**src/rtl/instr_fetch_unit.sv**
```systemverilog
// Instruction fetch / program buffer feeding the accumulator core over valid/ready.
// Words are loaded while stopped, then streamed from address 0 on start until HALT or end of program.
module instr_fetch_unit #(
    parameter int         DEPTH       = 16,
    parameter int         AW          = 4,
    parameter int         IW          = 8,
    parameter logic [3:0] HALT_OPCODE = 4'hF
) (
    input  logic          clk,
    input  logic          rst,
    input  logic          load_en,
    input  logic [IW-1:0] load_data,
    input  logic          start,
    input  logic          jump_en,
    input  logic [AW-1:0] jump_addr,
    output logic [IW-1:0] instr_out,
    output logic          instr_valid,
    input  logic          instr_ready,
    output logic [AW-1:0] pc,
    output logic [AW:0]   prog_len,
    output logic          running,
    output logic          halted
);

    typedef enum logic [1:0] {
        IDLE = 2'd0,
        RUN  = 2'd1,
        HALT = 2'd2
    } state_t;

    localparam logic [AW:0] FULL_LEN = (AW+1)'(DEPTH);

    state_t        state_q, state_d;
    logic [AW-1:0] wr_ptr_q, wr_ptr_d;
    logic [AW:0]   prog_len_q, prog_len_d;
    logic [AW-1:0] pc_q, pc_d;
    logic [IW-1:0] instr_q, instr_d;
    logic          mem_we;
    logic          fetch;
    logic          xfer;
    logic [IW-1:0] mem_q [DEPTH];

    always_ff @(posedge clk) begin
        if (rst) begin
            state_q    <= IDLE;
            wr_ptr_q   <= '0;
            prog_len_q <= '0;
            pc_q       <= '0;
            instr_q    <= '0;
        end else begin
            state_q    <= state_d;
            wr_ptr_q   <= wr_ptr_d;
            prog_len_q <= prog_len_d;
            pc_q       <= pc_d;
            instr_q    <= instr_d;
        end
    end

    // Program storage is deliberately not reset; only addresses below prog_len are ever read out.
    always_ff @(posedge clk) begin
        if (mem_we) begin
            mem_q[wr_ptr_q] <= load_data;
        end
    end

    assign xfer = (state_q == RUN) && instr_ready;

    always_comb begin
        state_d    = state_q;
        wr_ptr_d   = wr_ptr_q;
        prog_len_d = prog_len_q;
        pc_d       = pc_q;
        mem_we     = 1'b0;
        fetch      = 1'b0;

        case (state_q)
            IDLE, HALT: begin
                if (load_en) begin
                    mem_we     = 1'b1;
                    wr_ptr_d   = wr_ptr_q + 1'b1;
                    prog_len_d = (prog_len_q == FULL_LEN) ? FULL_LEN : prog_len_q + 1'b1;
                end else if (start && (prog_len_q != '0)) begin
                    state_d = RUN;
                    pc_d    = '0;
                    fetch   = 1'b1;
                end
            end
            RUN: begin
                if (xfer && (instr_q[IW-1 -: 4] == HALT_OPCODE)) begin
                    state_d = HALT;
                end else if (jump_en && ({1'b0, jump_addr} < prog_len_q)) begin
                    pc_d  = jump_addr;
                    fetch = 1'b1;
                end else if (jump_en) begin
                    state_d = HALT;
                    pc_d    = jump_addr;
                end else if (xfer && ({1'b0, pc_q} == prog_len_q - 1'b1)) begin
                    state_d = HALT;
                    pc_d    = prog_len_q[AW-1:0];
                end else if (xfer) begin
                    pc_d  = pc_q + 1'b1;
                    fetch = 1'b1;
                end
            end
            default: begin
                state_d = IDLE;
            end
        endcase
    end

    // The presented word is registered; it only changes when a new address is fetched.
    always_comb begin
        instr_d = instr_q;
        if (fetch) begin
            instr_d = mem_q[pc_d];
        end
    end

    assign instr_out   = instr_q;
    assign instr_valid = (state_q == RUN);
    assign pc          = pc_q;
    assign prog_len    = prog_len_q;
    assign running     = (state_q == RUN);
    assign halted      = (state_q == HALT);

endmodule
```
**config.mk**
```make
export PLATFORM = sky130hd
export DESIGN_NAME = instr_fetch_unit
export DESIGN_NICKNAME = d
export VERILOG_FILES = /design/src/rtl/instr_fetch_unit.sv
export SDC_FILE = /design/constraint.sdc
export NUM_CORES = 1
export LEC_CHECK = 0
export CAP_MARGIN = 15
export CORE_AREA = 2 2 119 121
export CTS_BUF_LIST = sky130_fd_sc_hd__clkbuf_8
export CTS_CLUSTER_SIZE = 25
export DETAILED_ROUTE_END_ITERATION = 10
export DIE_AREA = 0 0 121 123
export PLACE_DENSITY = 0.68
export SLEW_MARGIN = 20
export SYNTH_ARGS = -nofsm -noshare
export SYNTH_HDL_FRONTEND = slang
export SYNTH_SLANG_ARGS = --single-unit
```
**constraint.sdc**
```tcl
create_clock -name clk -period 3.5 [get_ports clk]
set_input_delay 0.35 -clock clk [delete_from_list [all_inputs] [get_ports clk]]
set_output_delay 0.35 -clock clk [all_outputs]
set_load 0.02 [all_outputs]
```
* Yosys cells after proc, flatten, opt, wreduce, memory -nomap -nowiden
Memory sizes are Yosys's and may differ from the RTL's. A register that Yosys moved wholly into a read port is not among the register bits.
Index checks and enable logic that the tools add are counted.
** Word-level totals
- Flip-flop bits (word level) :: 15
- Memory bits (writable) :: 128
- Input port bits :: 18
- Word-level logic and storage cells :: 57
- Memories :: 1
** Cells by class
- Add/subtract/negate cells :: 4
- $lt $le $gt $ge :: 1
- Equality and inequality tests :: 9
- Multiplexer cells :: 28
- Reduce and logical (&&, ||, !) cells :: 10
** Memories
- mem_q :: depth 16, bits a word 8, read ports 1, clocked after Yosys merged registers in 1, wr ports 1, RTL line 41 : logic [IW-1:0] mem_q [DEPTH];
** Operator list (count)
- $mux 4 :: 7
- $mux 2 :: 6
- $mux 1 :: 11
- $add 4x1->4 const B :: 2
- $pmux 4 s2 :: 1
- $add 5x1->5 const B :: 1
- $eq 4x5->1 :: 1
- $eq 5x5->1 const B :: 1
- $logic_and 1x1->1 :: 5
- $lt 4x5->1 :: 1
- $mux 5 :: 1
- $reduce_bool 5->1 :: 1
- $sub 5x1->5 const B :: 1
- $eq 4x4->1 const B :: 1
- $ne 2x2->1 const B :: 2
- $ne 4x2->1 const B :: 1
- $pmux 2 s2 :: 1
- $reduce_and 4->1 :: 1
- $ne 3x3->1 const B :: 1
- $eq 2x1->1 const B :: 1
- $eq 2x2->1 const B :: 1
- $logic_not 2->1 :: 1
- $pmux 1 s2 :: 1
- $reduce_and 2->1 :: 1
- $reduce_or 2->1 :: 1

* Longest topological paths before layout
Gate-level depths: netlist (run 1).
- Depth in word-level cells :: 8
- Gate-level depth with buffers :: 12

* Least setup slack after synthesis (run 1)
OpenSTA, ideal clock, no wires.
- Kind :: register to register
- Start point :: reg prog_len_q[0] (netlist: prog_len[0])
- End point :: reg instr_q[2] (netlist: instr_out[2]) (read register of mem_q)
- Library setup time :: 88 ps
- Arrival time :: 3009 ps
- Setup slack :: 403 ps
- Stages on the path, launching flop included :: 13
- Path buffers :: 2
- Cell sequence :: dfxtp_1 buf_2 inv_1 ha_1 xnor2_1 o2bb2a_4 a211oi_4 mux2_4 o22ai_4 buf_6 mux2i_1 o221ai_1 nor4_2
** Between the ends
- Longest elaborated chain between the ends :: 8
** RTL lines
- from (decl) :: RTL line 35 : logic [AW:0] prog_len_q, prog_len_d;
- from (signal assigned) :: RTL line 53 : prog_len_q <= prog_len_d;
- $sub 5x1->5 :: RTL line 97 : end else if (xfer && ({1'b0, pc_q} == prog_len_q - 1'b1)) begin
- $eq 4x5->1 :: RTL line 97
- $logic_and 1x1->1 :: RTL line 97
- $mux 4 / $mux 1 (equally long branches) :: RTL line 97
- $mux 4 / $mux 1 (equally long branches) :: RTL line 94 : end else if (jump_en) begin
- $mux 4 / $mux 1 (equally long branches) :: RTL line 91 : end else if (jump_en && ({1'b0, jump_addr} < prog_len_q)) begin
- $mux 4 / $mux 1 (equally long branches) :: RTL line 89 : if (xfer && (instr_q[IW-1 -: 4] == HALT_OPCODE)) begin
- $pmux 4 s2 / $pmux 1 s2 (equally long branches) :: RTL line 76 : case (state_q)
- to (decl) :: RTL line 37 : logic [IW-1:0] instr_q, instr_d;
Parallel ways exist; a longest one is shown, timed or not.
A chain may end at the register's enable or synchronous reset.

* Final worst setup path (run 1)
- Start point :: reg prog_len_q[1] (netlist: prog_len[1])
- End point :: reg instr_q[4] (netlist: instr_out[4]) (read register of mem_q)
The elaborated chain is that of the path after synthesis.

==> results of run 1 <==
worst reg2reg max path: cells and delay by family (launching register included):
kind | cells | cell delay, ns
buffers and inverters | 2 | 0.36
AOI/OAI and AO/OA | 4 | 0.98
muxes | 2 | 0.78
adders and majority gates | 1 | 0.26
and+or+nand+nor | 2 | 0.58
DFF | 1 | 0.32
logic make-up after synthesis:
group                      count (synthesis)
AOI/OAI and AO/OA                         45
adders and majority gates                 10
DFF                                      151
xor gates and xnor gates                  11
muxes                                     99
and+or+nand+nor                          115
buffers and inverters                     36
state kept, by name, summed over array words and instances, names as in the netlist:
name,flops
mem_q,128
state_q,2
prog_len,5
wr_ptr_q,4
instr_out,8
pc,4
final timing paths:
path / end / slack (ns)
setup / recovery: instr_out[4]$_SDFFE_PP0P_ / 0.13
hold / removal: wr_ptr_q[0]$_SDFFE_PP0P_ / 0.60
setup reg to reg: instr_out[4]$_SDFFE_PP0P_ / 0.13
hold reg to reg: wr_ptr_q[0]$_SDFFE_PP0P_ / 0.60
layer usage:
layer / global-route usage (%) / wire, um / vias to the layer above
met5: 0 / 0 / -
met2: 33.3 / 6920 / 98
li1: - / - / 1860
met1: 25.9 / 6270 / 1956
met3: 4.01 / 533 / 24
met4: 8.43 / 299 / 0
final cells by class:
cell class              count  area share (%)
clock buffers              17            3.03
clock inverters            15            2.08
inverters                  11           0.535
multi-input cells         280            29.2
flip-flops and latches    151            55.8
well taps                 180            2.92
repair buffers             50            6.39
power by group through the flow:
| stage | clock (mW) | combinational, mW | sequential [mW] |
|---|---|---|---|
| 3_3_place_gp | 0 | 0.382 | 2.05 |
| 2_1_floorplan | 0 | 0.232 | 2.05 |
| 4_1_cts | 1.32 | 0.391 | 2.01 |
| 6_report | 1.30 | 0.388 | 2.01 |
| 5_1_grt | 1.39 | 0.419 | 2.01 |
| 3_5_place_dp | 0 | 0.389 | 2.05 |
cell usage in the layout (no fill, tap or decap), types with 3 or more instances in the layout:
master and n:
edfxtp_1 128, mux2i_1 98, clkdlybuf4s50_1 37, nor2_1 33, nor3_1 24, dfxtp_1 23
clkbuf_8 17, nand2_1 12, buf_4 11, inv_1 10, nor3b_1 10, ha_1 10
a21oi_1 9, o221ai_1 8, nor4_2 8, nand2b_1 7, xnor2_1 6, inv_6 6
xor2_1 5, nand3_1 5, nand4_1 4, nor2b_1 3, and2_1 3, o21ai_1 3
clkinv_4 3
==> results.yml, run 1 <==
logic_synthesis:
  syn_nets: 495
  yosys.area_share.simple_pct: 9.60
  synth_seq_area_share_pct: 64.1
  synth_seq_cells: 151
  syn_inst: 467
  synthXorXnorAreaFrac_pct: 1.43
  ys_types: 54
  yosysWarnings: 0
  yosys-top-cells-count: "edfxtp_1 (128), mux2i_1 (98), nor2_1 (33)"
  synth_area_um2: 6720
  synth_area_leaders: "edfxtp_1 (57%), mux2i_1 (15%), dfxtp_1 (6.9%), ha_1 (1.9%), nor2_1 (1.8%)"
  synth_adder_area_share_pct: 1.86
  ys_async_sr_fraction_pct: 0
  synth_top_area_cell: "edfxtp_1"
  synth_top_flop_cell: "edfxtp_1"
  syn_avg_cell_area_um2: 14.4
  synth-compound-area-share_pct: 5.55
  synth-edff-count: 128
  synth.most_common_cell: "edfxtp_1"
  yosys-mux-area-fraction_pct: 14.8
  synth_top_area_share_pct: 57.2
  synth_top_family_by_area: "multiplexers"
setup_path:
  critical_path_buf_inv_count: 2
  cp_cell_sequence: "inv_1 -> ha_1 -> and4bb_1 -> o2bb2a_4 -> a211oi_4 -> mux2_4 -> o22ai_4 -> buf_12 -> mux2i_1 -> o221ai_1 -> nor4_2"
  required_ns: 3.86
  ff2ff_path_depth: 11
  crit_start: "prog_len[1]$_SDFFE_PP0P_"
  critical_path.endpoint_type: "register"
  start_kind: "register"
  crit_type: "reg2reg"
  crit_family: "compound AO/OA/AOI/OAI gates"
  cp_num_cells: 11
  path_max_fanout: 33
  arrival_ns: 3.73
  crit_slowest_cell: "mux2i_1"
  r2r-start: "prog_len[1]$_SDFFE_PP0P_"
  slowest_delay_ns: 0.41
global_routing:
  grt_antenna_before_repair: 0
  grt_max_degree: 55
  gr-total-overflow: 0
  grt_pass1_vias: 4024
  grt_pass1_wl_um: 22100
  grtUsageTotal_pct: 20.1
power_and_ir_drop:
  p_int_mw: 2.74
  vdd_drop_max_mv: 0.349
  power_frac_clock_pct: 35.2
  p_sw_share_pct: 25.9
  p_comb_share_pct: 10.5
  p_leak_nw: 2.34
  powerDensity_nw_per_um2: 479
  power_switching_mw: 0.958
  seq_power_share_pct: 54.3
  finalPower_mw: 3.70
finish:
  antenna_cells: 0
  seqCellArea_um2: 4300
  design_area_um2: 7710
  multi_input_area_um2: 2250
  num-fill-cells: 1104
  nets: 539
  areaGrowthSynthToFinish_pct: 14.9
  finalNonFillerCells: 704
  fin_util_pct: 56.7
  drive_gt1_share_pct: 12.8
placed_design:
  place_inst: 672
  port-buffer-count: 37
  pre_cts_slack_ns: 0.194
  gp_congestion: 0.836
  dp_hpwl_um: 9640
  dpl_cell_area_um2: 7320
floorplanning:
  rows: 43
  fp.dieW_um: 121
  die-area_um2: 14900
  initial_core_util_pct: 49.3
  die_h_um: 123
  core_um2: 13600
  io_pins: 38
drt:
  antenna_left: 0
  routed_via_density: 5.59
  wirelength_um: 14000
  wire_per_inst_um: 19.9
  drcViolationCount: 0
  drt_iter0_drc: 308
  dr.pass1.iters: 4
  vias: 3938
sta:
  hold_ws_ns: 0.596
  finalCriticalPeriod_ns: 3.37
  slew_viol_final: 0
  rsz0062_at_grt: "no"
  worst_slew_pin_slew_ns: 0.827
  fmax_ghz: 0.297
  relSlewSlack_pct: 44.7
  skew_ns: 0.0140
  layout_setup_ws_ns: 0.135
  setup_viol: 0
  finalHoldViolCount: 0
  fin_crit_sh_pct: 96.2
  setup_tns_ns: 0
clock_tree:
  clock_latency_ns: 0.44
  clk_pin_slew_ns: 0.09
  clockBufferDepth: 2
  cts_htree_levels: 4
  tritoncts: "built"
  ctsResizeCount: 0
  clock-sinks: 151
  cts_setup_buffers: 0
  numCtsBuffers: 17
  cts_hold_buffers: 0
  clock-root-buffer: "clkbuf_8"
min_path:
  hp-class: "reg2reg"
  worstHoldStart: "wr_ptr_q[0]$_SDFFE_PP0P_"
  holdPathStages: 2
flow_run:
  max_cap_viol_count: 0
status:
  status: "complete, no violations"
Power figures use the tool's default switching activity.
==> run 2: changes to the inputs <==
Settings changed: SLEW_MARGIN 20 to 5.
==> results of run 2 <==
Final layout, timing and power as in run 1 (identical DEF).
==> run 3: changes to the inputs <==
Settings changed: ABC_AREA set to 1, CORE_AREA 2 2 119 121 to 2 2 116 118, DIE_AREA 0 0 121 123 to 0 0 118 120, PLACE_DENSITY 0.68 to 0.78.
==> results.yml, run 3 <==
floorplanning:
  die-area_um2: 14200
  io_pins: 38
  die_h_um: 120
  initial_core_util_pct: 53.9
  fp.dieW_um: 118
  rows: 42
  core_um2: 13000
setup_path:
  required_ns: 3.92
  critical_path.endpoint_type: "register"
  arrival_ns: 3.41
  path_max_fanout: 32
  start_kind: "register"
  ff2ff_path_depth: 19
  crit_type: "reg2reg"
clock_tree:
  cts_setup_buffers: 0
  cts_hold_buffers: 0
  cts_htree_levels: 4
  clockBufferDepth: 2
  clk_pin_slew_ns: 0.09
  ctsResizeCount: 0
  clock-sinks: 151
  tritoncts: "built"
  clock-root-buffer: "clkbuf_8"
  numCtsBuffers: 17
  clock_latency_ns: 0.47
logic_synthesis:
  ys_types: 29
  synth_area_leaders: "edfxtp_1 (55%), nand2_1 (12%), nand3_1 (12%), dfxtp_1 (6.6%), inv_1 (2.1%)"
  ys_async_sr_fraction_pct: 0
  syn_nets: 756
  synth_top_area_share_pct: 55.0
  synth.most_common_cell: "nand2_1"
  synth_seq_cells: 151
  synth_top_flop_cell: "edfxtp_1"
  synth_area_um2: 6990
  synth-edff-count: 128
  synth_seq_area_share_pct: 61.6
  yosysWarnings: 0
  synth_top_area_cell: "edfxtp_1"
  yosys-top-cells-count: "nand2_1 (224), nand3_1 (164), edfxtp_1 (128)"
  syn_inst: 728
  syn_avg_cell_area_um2: 9.60
drt:
  dr.pass1.iters: 6
  vias: 5402
  drt_iter0_drc: 843
  antenna_left: 0
  wire_per_inst_um: 18.9
  wirelength_um: 17800
  drcViolationCount: 0
  routed_via_density: 5.72
global_routing:
  grt_pass1_vias: 5072
  grt_antenna_before_repair: 0
  grt_max_degree: 66
  grt_pass1_wl_um: 28300
  grtUsageTotal_pct: 26.4
  gr-total-overflow: 0
placed_design:
  gp_congestion: 0.923
  dp_hpwl_um: 11700
  dpl_cell_area_um2: 7430
  place_inst: 913
  port-buffer-count: 37
sta:
  finalHoldViolCount: 0
  rsz0062_at_grt: "no"
  finalCriticalPeriod_ns: 2.99
  setup_tns_ns: 0
  relSlewSlack_pct: 41.4
  skew_ns: 0.0152
  hold_ws_ns: 0.558
  slew_viol_final: 0
  setup_viol: 0
  fin_crit_sh_pct: 85.3
  fmax_ghz: 0.335
  worst_slew_pin_slew_ns: 0.876
finish:
  largest_reg_flops: 128
  drive_gt1_share_pct: 7.80
  num-fill-cells: 1093
  areaGrowthSynthToFinish_pct: 11.5
  final_common_cell: "nand2_1"
  seqCellArea_um2: 4300
  layout_common_cells: "nand2_1 (224), nand3_1 (164), edfxtp_1 (128)"
  design_area_um2: 7790
  antenna_cells: 0
  top_register: "mem_q"
  finalNonFillerCells: 945
  multi_input_area_um2: 2300
  nets: 784
power_and_ir_drop:
  vdd_drop_max_mv: 0.370
  p_leak_nw: 3.07
  powerDensity_nw_per_um2: 462
status:
  status: "complete, no violations"
min_path:
  hp-class: "reg2reg"
  holdPathStages: 2
flow_run:
  max_cap_viol_count: 0
run 3: where the power goes:
part	switching [mW]	total (mW)	internal, mW	leakage [nW]
sequential	0.0217	2.00	1.98	1.34
combinational	0.238	0.358	0.120	1.55
clock	0.677	1.24	0.561	0.178
total	0.936	3.60	2.66	3.07
run 3: final timing paths:
path,startpoint,end,slack [ns]
min,wr_ptr_q[0]$_SDFFE_PP0P_,wr_ptr_q[0]$_SDFFE_PP0P_,0.56
min reg2reg,wr_ptr_q[0]$_SDFFE_PP0P_,wr_ptr_q[0]$_SDFFE_PP0P_,0.56
max reg2reg,prog_len[0]$_SDFFE_PP0P_,instr_out[3]$_SDFFE_PP0P_,0.51
max,prog_len[0]$_SDFFE_PP0P_,instr_out[3]$_SDFFE_PP0P_,0.51
run 3: per-layer routing:
layer / up-vias / GRT usage (%) / share of wire, %
li1: 2525 / - / -
met1: 2556 / 35.0 / 42
met2: 264 / 40.6 / 45
met3: 57 / 6.32 / 8.9
met4: 0 / 13.9 / 4.4
met5: - / 0 / 0
run 3: cell type report:
type / count / area share, %
clock buffers: 17 / 3.00
clock inverters: 15 / 1.67
inverters: 49 / 2.36
multi-input cells: 493 / 29.5
flip-flops and latches: 151 / 55.2
well taps: 176 / 2.83
repair buffers: 44 / 5.43
run 3: kinds of logic (layout without fill, tap and decap cells):
logic type               after synthesis  in the layout  synth area share, %
buffers and inverters                 84            125                 5.53
flip-flops                           151            151                 61.6
AND/OR/NAND/NOR                      445            445                 28.1
adder cells (fa/ha/maj)               10             10                 1.79
XOR/XNOR                               3              3                0.376
AO/OA/AOI/OAI                         35             35                 2.65
run 3: critical path, cell delays in order (launching register included):
cell and delay [ns]:
dfxtp_1 0.46, inv_1 0.14, ha_1 0.33, nand2_1 0.06
inv_1 0.04, nor2_1 0.09, nand3_1 0.09, nor2_2 0.15
nand2_1 0.09, nand3_1 0.07, nand3_1 0.08, nand2_1 0.09
nand2_2 0.07, nand2_2 0.52, nand2_1 0.12, nand3_1 0.22
nand3_1 0.11, nand3_1 0.09, nand2_1 0.07, inv_1 0.04
run 3: stage by stage:
stage          utilization [%]  power [mW]  worst slack (ns)
3_3_place_gp              57.2        2.39             0.528
3_5_place_dp              57.2        2.40             0.536
2_1_floorplan                -        2.26              1.09
5_1_grt                   60.1        3.72             0.154
6_report                  60.1        3.60             0.514
4_1_cts                   60.1        3.61             0.519
==> RTL edit 1 (flow settings as in run 2) <==
`instr_q` no longer has a reset.
--- a/src/rtl/instr_fetch_unit.sv
+++ b/src/rtl/instr_fetch_unit.sv
@@ -46,14 +46,16 @@
             wr_ptr_q   <= '0;
             prog_len_q <= '0;
             pc_q       <= '0;
-            instr_q    <= '0;
         end else begin
             state_q    <= state_d;
             wr_ptr_q   <= wr_ptr_d;
             prog_len_q <= prog_len_d;
             pc_q       <= pc_d;
-            instr_q    <= instr_d;
         end
+    end
+
+    always_ff @(posedge clk) begin
+        instr_q <= instr_d;
     end
 
     // Program storage is deliberately not reset; only addresses below prog_len are ever read out.
Behaviour: differs if rst is asserted again (counterexample within 4 cycles, from zero or initial values and one cycle with rst high); with rst held inactive, the same outputs for 4 cycles.
==> RTL edit 1 against run 2 <==
Die area is the same. Synthesized cell count shrank 21%. Area after synthesis shrank 3.0%. Design area shrank 1.2%. Critical path type unchanged. Setup slack gained 0.10 ns. Sequential cell count is the same. Power shrank 1.5%. Combinational power shrank 26%. Clock skew shrank 0.0012 ns. Largest power group unchanged. Wire length shrank 7.3%. Critical path depth is the same. Fmax grew 3.2%.
==> RTL edit 1: results (changes against run 2) <==
- Critical Path Sink: instr_out[4]$_DFFE_PP_
- Largest net degree at the start of global routing: 34 (-38%)
- Clock latency on the worst-skew pair: 0.46 ns (+0.02 ns)
- Routed via count: 3460 (-12%)
- Layout cells sized above 1: 0.1663 (+0.03843)
- First-pass GRT wire length: 19.53 mm (-12%)
- Post-Syn Nets: 397 (-20%)
- Post-synth top cells: edfxtp_1, mux2i_1, mux4_1, nor2_1, nand2_1
- NumNets Final: 461 (-14%)
- Synth Instances: 369 (-21%)
- Global-route usage over all layers: 0.1851 (-0.01570)
- VDD IR max: 294.1 uV (-16%)
- Sequential-to-total area share from yosys stat: 0.6732 (+0.03224)
- Yosys cell types: 48 (-11%)
- Dpl cells: 593 (-12%)
- Status: complete, no violations
- CP peak stage delay: 0.58 ns (+0.17 ns)
- RePlAce Congestion: 0.8978 (+7.4%)
- Crit-path max FO: 17 (-48%)
- Reg2Reg Setup Slack: 0.24 ns (+0.10 ns)
- Final wirelength: 13.01 mm (-7.3%)
- DP HPWL: 8.441 mm (-12%)
- Placed Area: 7194 sq um (-1.7%)
- Worst clock skew: 0.01282 ns (-0.001205 ns)
- Vias/cell: 5.536 (-1.0%)
## RTL edit 1: through the flow
stage          total power [mW]  hold WS, ns    util  setup WS (ns)
5_1_grt                   3.779       0.5691  0.5596        0.04699
3_5_place_dp              2.346       0.5256  0.5285         0.2476
4_1_cts                   3.668       0.5377  0.5578         0.2058
6_report                  3.641       0.5453  0.5596         0.2392
3_3_place_gp              2.338       0.5073  0.5285         0.2629
2_1_floorplan             2.227       0.4191       -         0.3965
## RTL edit 1: cell type report
cell class	count	area [sq um]
Tap cell	180	225.2
Clock inverter	14	163.9
Multi-Input combinational cell	192	1976
Sequential cell	151	4384
Inverter	9	33.78
Timing Repair Buffer	62	600.6
Clock buffer	17	234.0
Fill cell	1044	5995
## RTL edit 1: worst min-delay path by stage
stage / startpoint / to / slack [ns]
CTS: wr_ptr_q[1]$_SDFFE_PP0P_ / wr_ptr_q[1]$_SDFFE_PP0P_ / 0.54
global route: prog_len[1]$_SDFFE_PP0P_ / prog_len[1]$_SDFFE_PP0P_ / 0.57
global placement: wr_ptr_q[1]$_SDFFE_PP0P_ / wr_ptr_q[1]$_SDFFE_PP0P_ / 0.51
floorplan: rst / prog_len[1]$_SDFFE_PP0P_ / 0.42
finish: wr_ptr_q[1]$_SDFFE_PP0P_ / wr_ptr_q[1]$_SDFFE_PP0P_ / 0.55
detailed placement: wr_ptr_q[1]$_SDFFE_PP0P_ / wr_ptr_q[1]$_SDFFE_PP0P_ / 0.53
## RTL edit 1: kinds of logic (layout without fill, tap and decap cells)
| logic type | Yosys count | in the layout | share of synthesized area |
|---|---|---|---|
| flip-flops | 151 | 151 | 0.6732 |
| AND/OR/NAND/NOR | 81 | 81 | 0.06648 |
| multiplexers | 58 | 58 | 0.1650 |
| AO/OA/AOI/OAI | 30 | 30 | 0.03189 |
| buffers and inverters | 26 | 102 | 0.02670 |
| XOR/XNOR | 13 | 13 | 0.01748 |
| adder cells (fa/ha/maj) | 10 | 10 | 0.01921 |
## RTL edit 1: where the power goes
| part | switching (mW) | leakage (nW) | internal, mW |
|---|---|---|---|
| clock | 0.687 | 0.199 | 0.649 |
| sequential | 0.0193 | 1.35 | 2.00 |
| combinational | 0.160 | 1.26 | 0.126 |
## RTL edit 1: critical path: cells and delay by family (launching register included)
kind	cells	cell delay, ns
muxes	3	0.98
DFF	1	0.45
and+or+nand+nor	3	0.44
buffers and inverters	2	0.34
xor gates and xnor gates	1	0.30
AOI/OAI and AO/OA	1	0.25
adders and majority gates	1	0.22
## RTL edit 1: metal layers
layer,wire (um),global-route usage,vias to the layer above
met3,507,0.04336,22
met5,0,0,-
met1,5818,0.2382,1745
met4,341,0.09593,0
met2,6342,0.2956,90
li1,-,-,1603
==> RTL edit 2 (config.mk and constraints of run 2) <==
Without the edit above. `AW`: 4 -> 3.
--- a/src/rtl/instr_fetch_unit.sv
+++ b/src/rtl/instr_fetch_unit.sv
@@ -2,7 +2,7 @@
 // Words are loaded while stopped, then streamed from address 0 on start until HALT or end of program.
 module instr_fetch_unit #(
     parameter int         DEPTH       = 16,
-    parameter int         AW          = 4,
+    parameter int         AW          = 3,
     parameter int         IW          = 8,
     parameter logic [3:0] HALT_OPCODE = 4'hF
 ) (
Ports: changed (resized jump_addr, pc and prog_len); port bits go from 38 to 35. No check against the original RTL was run, so the function may have changed too.
==> RTL edit 2 against run 2 <==
Wire length is 43% lower. Design area decreased by 41%. Non-clock buffer count shrank 5. Power fell by 49%. Fmax is 11% higher. Hold slack worse by 0.031 ns. Global-route usage down 8.8 points. Sequential cell count down 67. Critical path depth fell by 1. Area after synthesis fell by 44%. Core utilization down 23 points. Setup slack better by 0.34 ns. Largest cell class unchanged.
==> RTL edit 2: results (changes against run 2) <==
- CP max-delay cell: dfxtp_1
- WHS Path Cells: 3 (+1)
- Status: complete, no violations
- GRT met1 Usage: 0.1394 (-0.1198)
- Reg2Reg Setup Slack: 0.47 ns (+0.34 ns)
- FMAX: 330.3 MHz (+11%)
- Multi-Input Combinational: 160 (-43%)
- NumNets Final: 338 (-37%)
- Non-clock buffering overhead: 0.09360 (+0.02968)
- Met3 WL: 385 um (-28%)
- Multi-input combinational area share: 0.2836 (-0.008764)
- Signal buffers: 45 (-10%)
- Met2 usage in global routing: 0.1896 (-0.1429)
- Clock-cell share: 0.04652 (-0.004579)
- GR Util met3: 0.02768 (-0.01245)
- RePlAce Congestion: 0.8073 (-3.4%)
- Hold Path End: instr_out[1]$_SDFFE_PP0P_
- Largest net degree at the start of global routing: 26 (-53%)
- WP data arrival: 3.28 ns (-0.45 ns)
- Routed wl met2: 3.886 mm (-44%)
- Placed Area: 4308 sq um (-41%)
- DR pass1 iterations: 5 (+1)
- # H-tree levels: 3 (-1)
- Non-clk invs: 15 (+4)
- CP startpoint: prog_len[0]$_SDFFE_PP0P_
- Cts bufs inserted: 9 (-8)
- VDD IR max: 155.8 uV (-55%)
- Global-route usage over all layers: 0.1128 (-0.08798)
- Clock latency on the worst-skew pair: 0.35 ns (-0.09 ns)
- CP peak stage delay: 0.55 ns (+0.14 ns)
- Seq area share: 0.5140 (-0.04409)
- Critical Path Sink: instr_out[7]$_SDFFE_PP0P_
- Most area-consuming cells after synthesis: edfxtp_1, dfxtp_1, mux2i_1
- CP delay by family, top: simple AND/OR/NAND/NOR gates
- Post-synth top cells: edfxtp_1, mux2i_1, dfxtp_1
- Crit-path max FO: 10 (-70%)
- # port buffers: 34 (-8.1%)
- Layout cells sized above 1: 0.1406 (+0.01276)
- WL met1: 3.530 mm (-44%)
- Root Driver: clkbuf_8
- DR WL/cell: 15.92 um (-20%)
- Yosys cell types: 50 (-7.4%)
- Syn Area/Cell: 13.85 sq um (-3.7%)
- Static Leakage: 1.452 nW (-38%)
- DP HPWL: 5.428 mm (-44%)
- Pre-CTS WS: 0.4778 ns (+0.2838 ns)
- Vias/cell: 4.664 (-17%)
- Max-slew headroom: 0.4892 (+0.04237)
- Post-Syn Nets: 296 (-40%)
- Fin cells: 500 (-29%)
- Dpl cells: 484 (-28%)
- Vias in the first global route: 2426 (-40%)
- Synth-to-Final Area Change: 19.49%
- Max FFs per register: 64 (-50%)
- Sequential-to-total area share from yosys stat: 0.6142 (-0.02679)
- Cells on worst reg2reg path: 10 (-1)
- First-pass GRT wire length: 12.54 mm (-43%)
- Worst clock skew: 0.01206 ns (-0.001960 ns)
RTL edit 2: cell types whose count changed in the layout (fill, tap and decap cells not counted), moves of 8 or more:
cell	before	now
nor4_2	8	0
nor3_1	24	7
edfxtp_1	128	64
a21oi_1	9	18
o221a_1	0	8
mux4_2	0	8
nor2_1	33	17
clkbuf_8	17	9
nor3b_1	10	1
o221ai_1	8	0
mux2i_1	98	24
RTL edit 2: where the power goes:
part / total (mW) / switching, mW / internal (mW) / leakage (nW)
sequential: 1.10 / 0.00851 / 1.09 / 0.743
clock: 0.699 / 0.360 / 0.339 / 0.0948
combinational: 0.0867 / 0.0510 / 0.0357 / 0.614
RTL edit 2: cells by family after synthesis:
logic type | synth area share
AO/OA/AOI/OAI | 0.09862
XOR/XNOR | 0.02283
adder cells (fa/ha/maj) | 0.01985
buffers and inverters | 0.04864
flip-flops | 0.6142
multiplexers | 0.1142
AND/OR/NAND/NOR | 0.08174
